**src/rtl/ps2_transmitter.sv**
```systemverilog
// PS/2 host-to-device transmitter: inhibits the clock, issues a request-to-send,
// shifts one command byte out on device clock falls and checks the device ack.
module ps2_transmitter #(
  parameter int INHIBIT_CYCLES = 12000,
  parameter int TIMEOUT_CYCLES = 200000
) (
  input  logic       clk,
  input  logic       rst_n,
  input  logic [7:0] tx_data,
  input  logic       tx_valid,
  output logic       tx_ready,
  output logic       busy,
  output logic       done,
  output logic       err,
  input  logic       kclk_in,
  input  logic       kdata_in,
  output logic       kclk_drive_low,
  output logic       kdata_drive_low,
  output logic [2:0] state_dbg
);
  localparam int IW = $clog2(INHIBIT_CYCLES + 1);
  localparam int WW = $clog2(TIMEOUT_CYCLES + 1);
  localparam logic [IW-1:0] INH_LAST  = IW'(INHIBIT_CYCLES - 1);
  localparam logic [WW-1:0] WDOG_LAST = WW'(TIMEOUT_CYCLES - 1);

  typedef enum logic [2:0] {IDLE, INHIBIT, REQ, SHIFT, ACK, WAIT_IDLE} state_t;
  state_t state, state_n;

  logic          kclk_m, kclk_s, kclk_prev, kdata_m, kdata_s;
  logic          kclk_fall;
  logic [7:0]    data_q;
  logic          parity_q;
  logic          load;
  logic [3:0]    bit_cnt, bit_cnt_n;
  logic [IW-1:0] inh_cnt, inh_cnt_n;
  logic [WW-1:0] wdog, wdog_n;
  logic          kdata_low_n, done_n, err_n;

  assign kclk_fall = kclk_prev & ~kclk_s;
  assign state_dbg = state;

  // Handshake: a byte is taken on any rising edge where tx_valid && tx_ready;
  // tx_ready is high only in IDLE, so requests during a frame are simply ignored.
  always_comb begin
    state_n     = state;
    bit_cnt_n   = bit_cnt;
    inh_cnt_n   = inh_cnt;
    wdog_n      = wdog;
    kdata_low_n = kdata_drive_low;
    done_n      = 1'b0;
    err_n       = 1'b0;
    load        = 1'b0;
    case (state)
      IDLE: begin
        kdata_low_n = 1'b0;
        if (tx_valid && tx_ready) begin
          load      = 1'b1;
          inh_cnt_n = '0;
          state_n   = INHIBIT;
        end
      end
      INHIBIT: begin
        kdata_low_n = 1'b0;
        if (inh_cnt == INH_LAST) begin
          state_n     = REQ;
          kdata_low_n = 1'b1;
        end else begin
          inh_cnt_n = inh_cnt + IW'(1);
        end
      end
      REQ: begin
        kdata_low_n = 1'b1;
        bit_cnt_n   = '0;
        wdog_n      = '0;
        state_n     = SHIFT;
      end
      SHIFT: begin
        if (kclk_fall) begin
          wdog_n    = '0;
          bit_cnt_n = bit_cnt + 4'd1;
          if (bit_cnt < 4'd8) begin
            kdata_low_n = ~data_q[bit_cnt[2:0]];
          end else if (bit_cnt == 4'd8) begin
            kdata_low_n = ~parity_q;
          end else begin
            kdata_low_n = 1'b0;
            state_n     = ACK;
          end
        end else if (wdog == WDOG_LAST) begin
          kdata_low_n = 1'b0;
          err_n       = 1'b1;
          state_n     = IDLE;
        end else begin
          wdog_n = wdog + WW'(1);
        end
      end
      ACK: begin
        kdata_low_n = 1'b0;
        if (kclk_fall) begin
          wdog_n = '0;
          if (!kdata_s) begin
            state_n = WAIT_IDLE;
          end else begin
            err_n   = 1'b1;
            state_n = IDLE;
          end
        end else if (wdog == WDOG_LAST) begin
          err_n   = 1'b1;
          state_n = IDLE;
        end else begin
          wdog_n = wdog + WW'(1);
        end
      end
      WAIT_IDLE: begin
        kdata_low_n = 1'b0;
        if (kclk_s && kdata_s) begin
          done_n  = 1'b1;
          state_n = IDLE;
        end else if (kclk_fall) begin
          wdog_n = '0;
        end else if (wdog == WDOG_LAST) begin
          err_n   = 1'b1;
          state_n = IDLE;
        end else begin
          wdog_n = wdog + WW'(1);
        end
      end
      default: begin
        kdata_low_n = 1'b0;
        state_n     = IDLE;
      end
    endcase
  end

  // Outputs are registered from the next state so they line up with it.
  always_ff @(posedge clk) begin
    if (!rst_n) begin
      kclk_m          <= 1'b1;
      kclk_s          <= 1'b1;
      kclk_prev       <= 1'b1;
      kdata_m         <= 1'b1;
      kdata_s         <= 1'b1;
      state           <= IDLE;
      data_q          <= '0;
      parity_q        <= 1'b0;
      bit_cnt         <= '0;
      inh_cnt         <= '0;
      wdog            <= '0;
      tx_ready        <= 1'b1;
      busy            <= 1'b0;
      done            <= 1'b0;
      err             <= 1'b0;
      kclk_drive_low  <= 1'b0;
      kdata_drive_low <= 1'b0;
    end else begin
      kclk_m          <= kclk_in;
      kclk_s          <= kclk_m;
      kclk_prev       <= kclk_s;
      kdata_m         <= kdata_in;
      kdata_s         <= kdata_m;
      state           <= state_n;
      bit_cnt         <= bit_cnt_n;
      inh_cnt         <= inh_cnt_n;
      wdog            <= wdog_n;
      if (load) begin
        data_q   <= tx_data;
        parity_q <= ~^tx_data;
      end
      tx_ready        <= (state_n == IDLE);
      busy            <= (state_n != IDLE);
      done            <= done_n;
      err             <= err_n;
      kclk_drive_low  <= (state_n == INHIBIT) || (state_n == REQ);
      kdata_drive_low <= kdata_low_n;
    end
  end
endmodule

```
**config.mk**
```make
export PLATFORM = sky130hd
export DESIGN_NAME = ps2_transmitter
export DESIGN_NICKNAME = d
export VERILOG_FILES = /design/src/rtl/ps2_transmitter.sv
export SDC_FILE = /design/constraint.sdc
export NUM_CORES = 1
export LEC_CHECK = 0
export ABC_CLOCK_PERIOD_IN_PS = 3500
export BUFFER_PORTS_ARGS = -buffer_cell sky130_fd_sc_hd__buf_2
export CAP_MARGIN = 5
export CORE_MARGIN = 2
export CORE_UTILIZATION = 46
export CTS_BUF_LIST = sky130_fd_sc_hd__clkbuf_8 sky130_fd_sc_hd__clkbuf_16
export CTS_CLUSTER_SIZE = 14
export DETAILED_ROUTE_END_ITERATION = 8
export HOLD_SLACK_MARGIN = 0.08
export PLACE_DENSITY = 0.68
export SLEW_MARGIN = 10
export SYNTH_ARGS = -nofsm -noshare
export SYNTH_HDL_FRONTEND = slang
export SYNTH_SLANG_ARGS = --single-unit
```
**constraint.sdc**
```tcl
create_clock -name clk -period 3.5 [get_ports clk]
set_input_delay 0.525 -clock clk [delete_from_list [all_inputs] [get_ports clk]]
set_output_delay 0.525 -clock clk [all_outputs]
set_load 0.05 [all_outputs]
```
# [Yosys cells after proc, flatten, opt, wreduce, memory -nomap -nowiden]
# Index checks and enable logic that the tools add are counted.
[word_totals] register_bits=59 mem_bits_rw=0 out_inout_bits=9 latch_bits=0 romBits=0 memories=0
[classes] n_lt_le_gt_ge=2 add_sub_neg=3 n_mul=0 n_reduce_logical=15 shift=0 bitwise_logic=4 n_div=0 eq_ne=15 n_mux=37
[op_table] operator="$mux 18" count=3
[op_table] operator="$pmux 18 s3" count=1
[op_table] operator="$mux 3" count=10
[op_table] operator="$mux 14" count=2
[op_table] operator="$pmux 14 s2" count=1
[op_table] operator="$add 18x1->18 const B" count=1
[op_table] operator="$eq 18x18->1 const B" count=1
[op_table] operator="$pmux 3 s6" count=1
[op_table] operator="$add 14x1->14 const B" count=1
[op_table] operator="$eq 14x14->1 const B" count=1
[op_table] operator="$mux 1" count=14
[op_table] operator="$eq 3x2->1 const B" count=3
[op_table] operator="$ne 2x2->1 const B" count=4
[op_table] operator="$pmux 4 s2" count=1
[op_table] operator="$reduce_xnor 8->1" count=1
[op_table] operator="$eq 3x1->1 const B" count=2
[op_table] operator="$eq 3x3->1 const B" count=2
[op_table] operator="$logic_not 3->1" count=2
[op_table] operator="$pmux 1 s3" count=2
[op_table] operator="$reduce_and 2->1" count=3
[op_table] operator="$reduce_bool 3->1" count=2
[op_table] operator="$add 4x1->4 const B" count=1
[op_table] operator="$eq 4x4->1 const B" count=1
[op_table] operator="$lt 3x4->1 const B" count=1
[op_table] operator="other kinds (11)" count=15

# [Logic depth before layout (Yosys ltp)]
# Gate-level depths: netlist (run 1).
[logic_depth] ltp_word=7 depth_mapped=7 mapped_depth_nobuf=7

# [Least setup slack after synthesis (run 1)]
# OpenSTA, ideal clock, no wires.
[synth_path] path_kind="reg2reg" start="reg state[0] (netlist: state_dbg[0])" end="reg inh_cnt[13]" n_path_buf=0 required_time_ps=3441 slack_ps=1315 arrival_ps=2126 path_stages_with_launch=6 period_less_slack_ps=2185 path_cell_list="dfxtp_1 or3b_4 nor4b_2 a22oi_1 or4_1 nand2_1"
[synth_via] elab_chain_len=3
[synth_rtl] element="start, declared" line="27" rtl="state_t state, state_n;"
[synth_rtl] element="start signal, assigned" line="161" rtl="state <= state_n;"
[synth_rtl] element="$eq 3x1->1 or $logic_not 3->1 (tied branches)" line="53" rtl="case (state)"
[synth_rtl] element="$ne 2x2->1 (no line) or $reduce_bool 2->1 (tied branches)"
[synth_rtl] element="$reduce_and 3->1 (no line)"
[synth_rtl] element="end signal, assigned" line="163" rtl="inh_cnt <= inh_cnt_n;"
[synth_rtl] element="end, declared" line="35" rtl="logic [IW-1:0] inh_cnt, inh_cnt_n;"
# Several ways; a longest one is shown, not always the timed one.
# A chain may end at the register's enable or synchronous reset.

# [Worst setup path in the final report (run 1)]
[layout_path] start="reg state[0] (netlist: state_dbg[0])" end="reg wdog[9]"
[layout_via] elab_chain_len=4
[layout_rtl] element="$eq 3x3->1 or $eq 3x2->1 (tied branches)" line="53"
[layout_rtl] element="$reduce_or 2->1 (no line)"
[layout_rtl] element="$reduce_bool 3->1 (no line)"
[layout_rtl] element="$reduce_and 2->1 (no line)"
[layout_rtl] element="end signal, assigned" line="164" rtl="wdog <= wdog_n;"
[layout_rtl] element="end, declared" line="36" rtl="logic [WW-1:0] wdog, wdog_n;"
# Several ways; a longest one is shown, not always the timed one.

==> impl_metrics.ini, run 1 <==
[run_status]
status = finished clean

[route]
wirelength_um = 6218
first_pass_iters = 4
vias = 2496
drt_iter0_drc = 140
wire_per_inst_um = 14.20
drc = 0
drtAntennaViolNets = 0
via_per_inst = 5.699

[synth]
synth_top_area_share_pct = 40.19
synth_cells = 333
ys_seq_area_share_pct = 40.19
synth_nets = 350
ys_seq_elements = 59
async_flop_share_pct = 0
synth.area.top_cells = dfxtp_1 (40%), xnor2_1 (4.5%), a21oi_1 (3.7%)
synth_area_leader_cell = dfxtp_1
ys.flop_type = dfxtp_1
synthesis.area_um2 = 2939
synth-edff-count = 0
synth_cell_types = 55
yosysWarnings = 0
syn_area_per_cell_um2 = 8.826

[die]
design.die.area_um2 = 7044
die_x_um = 83.93
pin_count = 22
die_y_um = 83.93
initial_core_util_pct = 46.82
num_rows = 29
core_um2 = 6277

[final_layout]
drive_above_1_share_pct = 13.57
fillers = 597
final_util_pct = 53.70
area_delta_synth_final_pct = 14.69
nets = 373
fin_area_um2 = 3371
antenna_cells = 0

[sta]
relSlewSlack_pct = 28.49
worst_clock_skew_ns = 0.008744
hold_viol_final = 0
fin_setup_tns_ns = 0
rsz0062_at_grt = no
whs_ns = 0.3619
setup-violations-final = 0
period_share_pct = 69.98
layout_min_cycle_time_ns = 2.449
worstMarginPinSlew_ns = 1.066
maxSlewViolCount = 0
fmax_ghz = 0.4083

[placed_design]
dpl.hpwl_um = 4327
dpl-instance-area_um2 = 3110
gp_congestion = 0.8382
io_buffers = 21

[power_and_ir_drop]
peakVddDrop_mv = 0.2857
power.density_nw_per_um2 = 482.4
p_leak_nw = 1.173

[cts]
cts_resized = 0
clk_pin_slew_ns = 0.07
post-cts-setup-buffers = 0
h-tree-depth = 3
cts_buffers = 9
clock_path_buffers = 2
ctsHoldBuffers = 0
cts_root_buf = clkbuf_8
clk_latency_ns = 0.34
tritoncts = yes
cts.sink_count = 59

[critical_path]
worstReg2RegStart = state_dbg[0]
setup.worst_path.start_class = flop
crit_required_ns = 3.79
cp_max_fo = 18
crit_type = flop to flop
startpoint = state_dbg[0]
arrival_ns = 2.74
setup.worst_path.end_class = flop

[global_routing]
grt.total_usage_pct = 19.02
overflow = 0
antenna_found_initial = 0
grt_first_pass_wirelength_um = 10850
grt_pass1_vias = 2348
grt_max_degree = 20

[min_path]
hp-class = primary input to flop
worstHoldStart = kdata_in

[flow_run]
drv_cap = 0
-- state kept, by name, indices dropped and copies added (netlist names), 3 cells and up --
signal / count
data_q: 8
bit_cnt: 4
state_dbg: 3
wdog: 18
inh_cnt: 14
-- stage by stage --
stage	power, mW	setup WS (ns)	cells
after floorplan	0.8059	1.315	333
after global placement	0.8390	1.191	422
after detailed placement	0.8408	1.106	422
after CTS	1.641	1.083	438
after global routing	1.682	0.8364	438
final	1.626	1.051	438
-- synthesized netlist by cell type (2+ instances only) --
master and n:
nor2b_1 15, buf_2 3, clkbuf_1 9, or3_1 9
a21oi_1 22, nor4_1 7, nor4bb_1 2, a31oi_1 3
o21ai_1 2, nand4_1 6, inv_1 5, xor2_1 6
a21boi_0 5, ha_1 4, nand3_1 17, nand3b_1 2
a21o_1 3, o211ai_1 5, and2_1 3, mux2i_1 8
mux4_2 2, nand2b_1 10, or4_1 4, dfxtp_1 59
o21ai_0 15, and3_1 7, xnor2_1 15, nand2_1 24
nor3b_1 3, o2111ai_1 2, o31ai_1 2, nor3_1 7
nor2_1 20, and4_1 4, nor4b_1 3
-- report_power, final --
part / internal (mW) / switching [mW] / total [mW]
Sequential: 0.688 / 0.0137 / 0.702
Clock: 0.530 / 0.271 / 0.801
Combinational: 0.0495 / 0.0737 / 0.123
-- per-layer routing --
metal  vias up  share of wire, %  wire [um]  track usage [%]
met5         -                 0          0                0
li1       1270                 -          -                -
met2        49                44       2728            28.29
met1      1162                50       3123            25.46
met4         0               2.4        152            10.70
met3        15               3.4        214            4.154
-- layout make-up --
cell class	instances	area, um2	share of cell area (%)
Multi-Input combinational cell	256	1679	49.81
Sequential cell	59	1181	35.04
Clock buffer	12	165.2	4.900
Timing Repair Buffer	25	135.1	4.009
Tap cell	77	96.34	2.858
Clock inverter	4	95.09	2.821
Inverter	5	18.77	0.5568
-- kinds of logic (layout without fill, tap and decap cells) --
family                   count (synthesis)  count (layout)  share of synthesized area [%]
multiplexers                            11              11                          4.640
XOR/XNOR                                21              21                          6.258
AO/OA/AOI/OAI                           71              71                          15.41
AND/OR/NAND/NOR                        149             149                          29.12
adder cells (fa/ha/maj)                  4               4                          1.703
flip-flops                              59              59                          40.19
buffers and inverters                   18              46                          2.682
-- critical path: stages (launching register included) --
cell     delay (ns)
dfxtp_1        0.66
and3_1         0.29
o21a_1         0.32
o21ai_1        0.43
or4_1          0.62
nand2_1        0.07
-- worst paths after layout --
check	cells past startpoint	slack [ns]	end
max	5	1.05	wdog[9]
min reg2reg	1	0.41	kdata_s
max reg2reg	5	1.05	wdog[9]
min	2	0.36	kdata_m
-- placed cells by master (no fill, tap or decap), types with 3 or more instances in the layout --
cell type	netlist	routed
a21boi_0	5	5
a21o_1	3	3
a21oi_1	22	22
a31oi_1	3	3
and2_1	3	3
and3_1	7	7
and4_1	4	4
buf_2	3	21
buf_4	0	4
bufinv_16	0	3
clkbuf_8	0	12
dfxtp_1	59	59
ha_1	4	4
inv_1	5	5
mux2i_1	8	8
nand2_1	24	24
nand2b_1	10	10
nand3_1	17	17
nand4_1	6	6
nor2_1	20	20
nor2b_1	15	15
nor3_1	7	7
nor3b_1	3	3
nor4_1	7	7
nor4b_1	3	3
o211ai_1	5	5
o21ai_0	15	15
or3_1	9	9
or4_1	4	4
xnor2_1	15	15
xor2_1	6	6
Power figures use the tool's default switching activity.
==> run 2: changes to the inputs <==
--- a/config.mk
+++ b/config.mk
@@ -5,7 +5,7 @@
 export SDC_FILE = /design/constraint.sdc
 export NUM_CORES = 1
 export LEC_CHECK = 0
-export ABC_CLOCK_PERIOD_IN_PS = 3500
+export ABC_CLOCK_PERIOD_IN_PS = 2520
 export BUFFER_PORTS_ARGS = -buffer_cell sky130_fd_sc_hd__buf_2
 export CAP_MARGIN = 5
 export CORE_MARGIN = 2
==> constraint.sdc (replaced) <==
create_clock -name clk -period 2.52 [get_ports clk]
set_input_delay 0.378 -clock clk [delete_from_list [all_inputs] [get_ports clk]]
set_output_delay 0.378 -clock clk [all_outputs]
set_load 0.05 [all_outputs]
==> impl_metrics.ini, run 2 (synthesis results as in run 1) <==
[die]
initial_core_util_pct = 46.82
core_um2 = 6277
pin_count = 22
die_y_um = 83.93
die_x_um = 83.93
design.die.area_um2 = 7044
num_rows = 29

[placed_design]
io_buffers = 21
pre_cts_ws_ns = 0.4751
dpl.hpwl_um = 4383
place_inst = 425
gp_congestion = 0.7962

[route]
drc = 0
first_pass_iters = 4
wirelength_um = 6228
wire_per_inst_um = 14.12
vias = 2477
drtAntennaViolNets = 0
via_per_inst = 5.617
drt_iter0_drc = 121

[global_routing]
antenna_found_initial = 0
overflow = 0
grt_max_degree = 20
grt.total_usage_pct = 18.47
grt_pass1_vias = 2324
grt_first_pass_wirelength_um = 10540

[sta]
fmax_ghz = 0.4839
setup-violations-final = 0
layout_min_cycle_time_ns = 2.067
fin_ws_ns = 0.4535
fin_setup_tns_ns = 0
worstMarginPinSlew_ns = 0.6107
relSlewSlack_pct = 59.04
rsz0062_at_grt = no
worst_clock_skew_ns = 0.007609
hold_viol_final = 0
maxSlewViolCount = 0
period_share_pct = 82.00

[cts]
h-tree-depth = 3
cts_root_buf = clkbuf_8
cts.sink_count = 59
tritoncts = yes
clk_pin_slew_ns = 0.06
post-cts-setup-buffers = 0
clk_latency_ns = 0.34
ctsHoldBuffers = 0
cts_resized = 0
clock_path_buffers = 2
cts_buffers = 9

[final_layout]
final_cell_mix = dfxtp_1 (59), nand2_1 (24), a21oi_1 (22), buf_2 (21), nor2_1 (20)
fillers = 617
regMostFlops = wdog
final_common_cell = dfxtp_1
instances_no_fill = 441
antenna_cells = 0
largest_reg_flops = 18
reg_top3 = wdog x18, inh_cnt x14, data_q x8
area_delta_synth_final_pct = 13.11
nets = 376
drive_above_1_share_pct = 13.74

[power_and_ir_drop]
p_leak_nw = 1.163
p_sw_mw = 0.4802
fin_total_pwr_mw = 1.968
clkPwrFrac_pct = 41.3
peakVddDrop_mv = 0.3253
internal_power_mw = 1.488
power_frac_seq_pct = 49.4
p_sw_share_pct = 24.40
comb_power_share_pct = 9.3
power.density_nw_per_um2 = 592.0

[run_status]
status = finished clean

[critical_path]
crit_required_ns = 2.80
arrival_ns = 2.35
cp_max_fo = 12
crit_type = flop to flop
setup.worst_path.start_class = flop
setup.worst_path.end_class = flop

[flow_run]
drv_cap = 0

[min_path]
hp-class = primary input to flop
## run 2: changes by cell type in the layout (fill, tap and decap cells not counted)
| cell | before | now |
|---|---|---|
| clkbuf_8 | 12 | 13 |
| bufinv_16 | 3 | 0 |
| buf_4 | 4 | 7 |
| inv_1 | 5 | 7 |
## run 2: layout make-up
| class | count | area, um2 | share of cell area [%] |
|---|---|---|---|
| clock buffers | 13 | 178.9 | 5.382 |
| flip-flops and latches | 59 | 1181 | 35.53 |
| inverters | 5 | 18.77 | 0.5645 |
| clock inverters | 3 | 12.51 | 0.3764 |
| well taps | 77 | 96.34 | 2.898 |
| multi-input cells | 256 | 1679 | 50.51 |
| repair buffers | 28 | 157.7 | 4.742 |
## run 2: per-stage QoR
step | utilization (%) | hold slack [ns] | area [um2]
after floorplan | - | 0.3863 | 2939
after global placement | 49.91 | 0.3874 | 3133
after detailed placement | 49.91 | 0.3975 | 3133
after CTS | 52.96 | 0.2037 | 3324
after global routing | 52.96 | 0.2135 | 3324
final | 52.96 | 0.2186 | 3324
## run 2: worst paths after layout
path | from | endpoint | slack, ns | cells past startpoint
min reg2reg | kdata_m | kdata_s | 0.41 | 1
min | kdata_in | kdata_m | 0.22 | 2
max reg2reg | state_dbg[0] | inh_cnt[13] | 0.45 | 5
max | state_dbg[0] | inh_cnt[13] | 0.45 | 5
## run 2: routing by layer
metal	global-route usage, %	up-vias	part of all wire, %
met4	8.211	0	2.0
met1	25.11	1140	51
met3	5.539	16	3.3
met5	0	-	0
li1	-	1276	-
met2	26.98	45	43
## run 2: critical path: stages, from the launching register on
cell and delay (ns):
dfxtp_1 0.52, or3b_4 0.46, nor4b_2 0.27, a22oi_1 0.19
or4_1 0.49, nand2_1 0.08
## run 2: power by group through the flow
stage	sequential [mW]	combinational, mW	clock, mW
after global routing	0.974	0.199	0.878
final	0.972	0.183	0.813
after CTS	0.972	0.184	0.836
after detailed placement	0.993	0.183	0
after global placement	0.992	0.181	0
after floorplan	1.01	0.108	0
==> run 3: changes to the inputs <==
--- a/config.mk
+++ b/config.mk
@@ -5,7 +5,7 @@
 export SDC_FILE = /design/constraint.sdc
 export NUM_CORES = 1
 export LEC_CHECK = 0
-export ABC_CLOCK_PERIOD_IN_PS = 2520
+export ABC_CLOCK_PERIOD_IN_PS = 1950
 export BUFFER_PORTS_ARGS = -buffer_cell sky130_fd_sc_hd__buf_2
 export CAP_MARGIN = 5
 export CORE_MARGIN = 2
==> constraint.sdc (replaced) <==
create_clock -name clk -period 1.95 [get_ports clk]
set_input_delay 0.2925 -clock clk [delete_from_list [all_inputs] [get_ports clk]]
set_output_delay 0.2925 -clock clk [all_outputs]
set_load 0.05 [all_outputs]
==> impl_metrics.ini, run 3 (synthesis results as in run 1) <==
[sta]
worst_clock_skew_ns = 0.004403
whs_ns = 0.1320
period_share_pct = 94.69
rsz0062_at_grt = yes
setup-violations-final = 0
worstMarginPinSlew_ns = 0.4087
relSlewSlack_pct = 72.47
hold_viol_final = 0
layout_min_cycle_time_ns = 1.846
maxSlewViolCount = 0
fmax_ghz = 0.5416

[global_routing]
grt.total_usage_pct = 18.59
overflow = 0
grt_pass1_vias = 2309
grt_first_pass_wirelength_um = 10520
grt_max_degree = 18
antenna_found_initial = 0

[route]
first_pass_iters = 4
drc = 0
drt_iter0_drc = 119
wirelength_um = 6227
wire_per_inst_um = 13.54
vias = 2527
via_per_inst = 5.493
drtAntennaViolNets = 0

[placed_design]
place_inst = 444
dpl-instance-area_um2 = 3301
gp_congestion = 0.7955
io_buffers = 21
dpl.hpwl_um = 4557

[critical_path]
timing.rr.end = kdata_drive_low
worstReg2RegStart = bit_cnt[0]
rr_worst_depth = 3
startpoint = bit_cnt[0]
setup.worst_path.start_class = flop
setup.worst_path.end_class = flop
crit_type = flop to flop
reg2reg_slack_ns = 0.10
cp_max_fo = 6
crit_required_ns = 2.22
arrival_ns = 2.12

[min_path]
holdPathEnd = kclk_m
hold_depth = 2
worstHoldStart = kclk_in
hp-class = primary input to flop

[final_layout]
area_delta_synth_final_pct = 18.48
final_common_cell = dfxtp_1
final_util_pct = 55.47
fillers = 588
multiInputGateArea_um2 = 1702
regMostFlops = wdog
antenna_cells = 0
seqCellArea_um2 = 1192
largest_reg_flops = 18
reg_top3 = wdog x18, inh_cnt x14, data_q x8
instances_no_fill = 460
nets = 395
drive_above_1_share_pct = 19.32
final_cell_mix = dfxtp_1 (56), buf_4 (26), nand2_1 (24), a21oi_1 (22), buf_2 (21)
fin_area_um2 = 3482

[power_and_ir_drop]
fin_total_pwr_mw = 2.470
p_leak_nw = 1.264
power.density_nw_per_um2 = 709.3
peakVddDrop_mv = 0.4863

[die]
initial_core_util_pct = 46.82
die_y_um = 83.93
core_um2 = 6277
num_rows = 29
pin_count = 22
die_x_um = 83.93
design.die.area_um2 = 7044

[cts]
clk_pin_slew_ns = 0.06
cts.sink_count = 59
h-tree-depth = 3
post-cts-setup-buffers = 0
cts_root_buf = clkbuf_8
cts_buffers = 9
clk_latency_ns = 0.34
clock_path_buffers = 2
tritoncts = yes

[flow_run]
drv_cap = 0

[run_status]
status = finished clean
## run 3: cell types whose count changed in the layout (fill, tap and decap cells not counted), moves of 2 or more
cell | previous run | this run
buf_4 | 7 | 26
dfxtp_1 | 59 | 56
dfxtp_4 | 0 | 3
clkbuf_8 | 13 | 11
## run 3: layout make-up
type	instances	area share, %
clock buffer	11	4.348
clock inverter	5	0.6109
inverter	5	0.5390
multi-input combinational	256	48.87
sequential	59	34.24
tap	77	2.767
timing repair buffer	47	8.624
## run 3: what timing repair did
action	in CTS	in global routing
endpoints found under the hold margin	0	0
setup endpoints to repair	0	2
resized for setup	0	2
hold buffers	0	0
## run 3: power by group
| part | internal (mW) | switching (mW) | leakage (nW) |
|---|---|---|---|
| registers | 1.23 | 0.0234 | 0.481 |
| clock network | 0.511 | 0.460 | 0.103 |
| logic | 0.106 | 0.135 | 0.680 |
| total | 1.85 | 0.619 | 1.26 |
## run 3: worst max-delay path: stages (launching register included)
cell and delay [ns]:
dfxtp_1 0.46, mux4_2 0.53, or4b_2 0.62, a31oi_1 0.17
## run 3: worst max path at each step
stage / endpoint / slack, ns
CTS: kdata_drive_low / 0.1
global route: wdog[17] / -0.05
floorplan: inh_cnt[13] / 0.05
detailed placement: kdata_drive_low / 0.12
finish: kdata_drive_low / 0.10
global placement: busy / 0.14
## run 3: per-stage QoR
step | worst slack, ns | TNS (ns)
6_report | 0.1036 | 0
4_1_cts | 0.09943 | 0
3_3_place_gp | 0.1394 | 0
3_5_place_dp | 0.1209 | 0
2_1_floorplan | 0.05301 | 0
5_1_grt | -0.04670 | -0.06066
## run 3: routing by layer
layer | wire, um | GRT usage (%)
met5 | 0 | 0
met4 | 149 | 8.798
met3 | 206 | 4.847
met2 | 2684 | 26.91
met1 | 3187 | 25.72
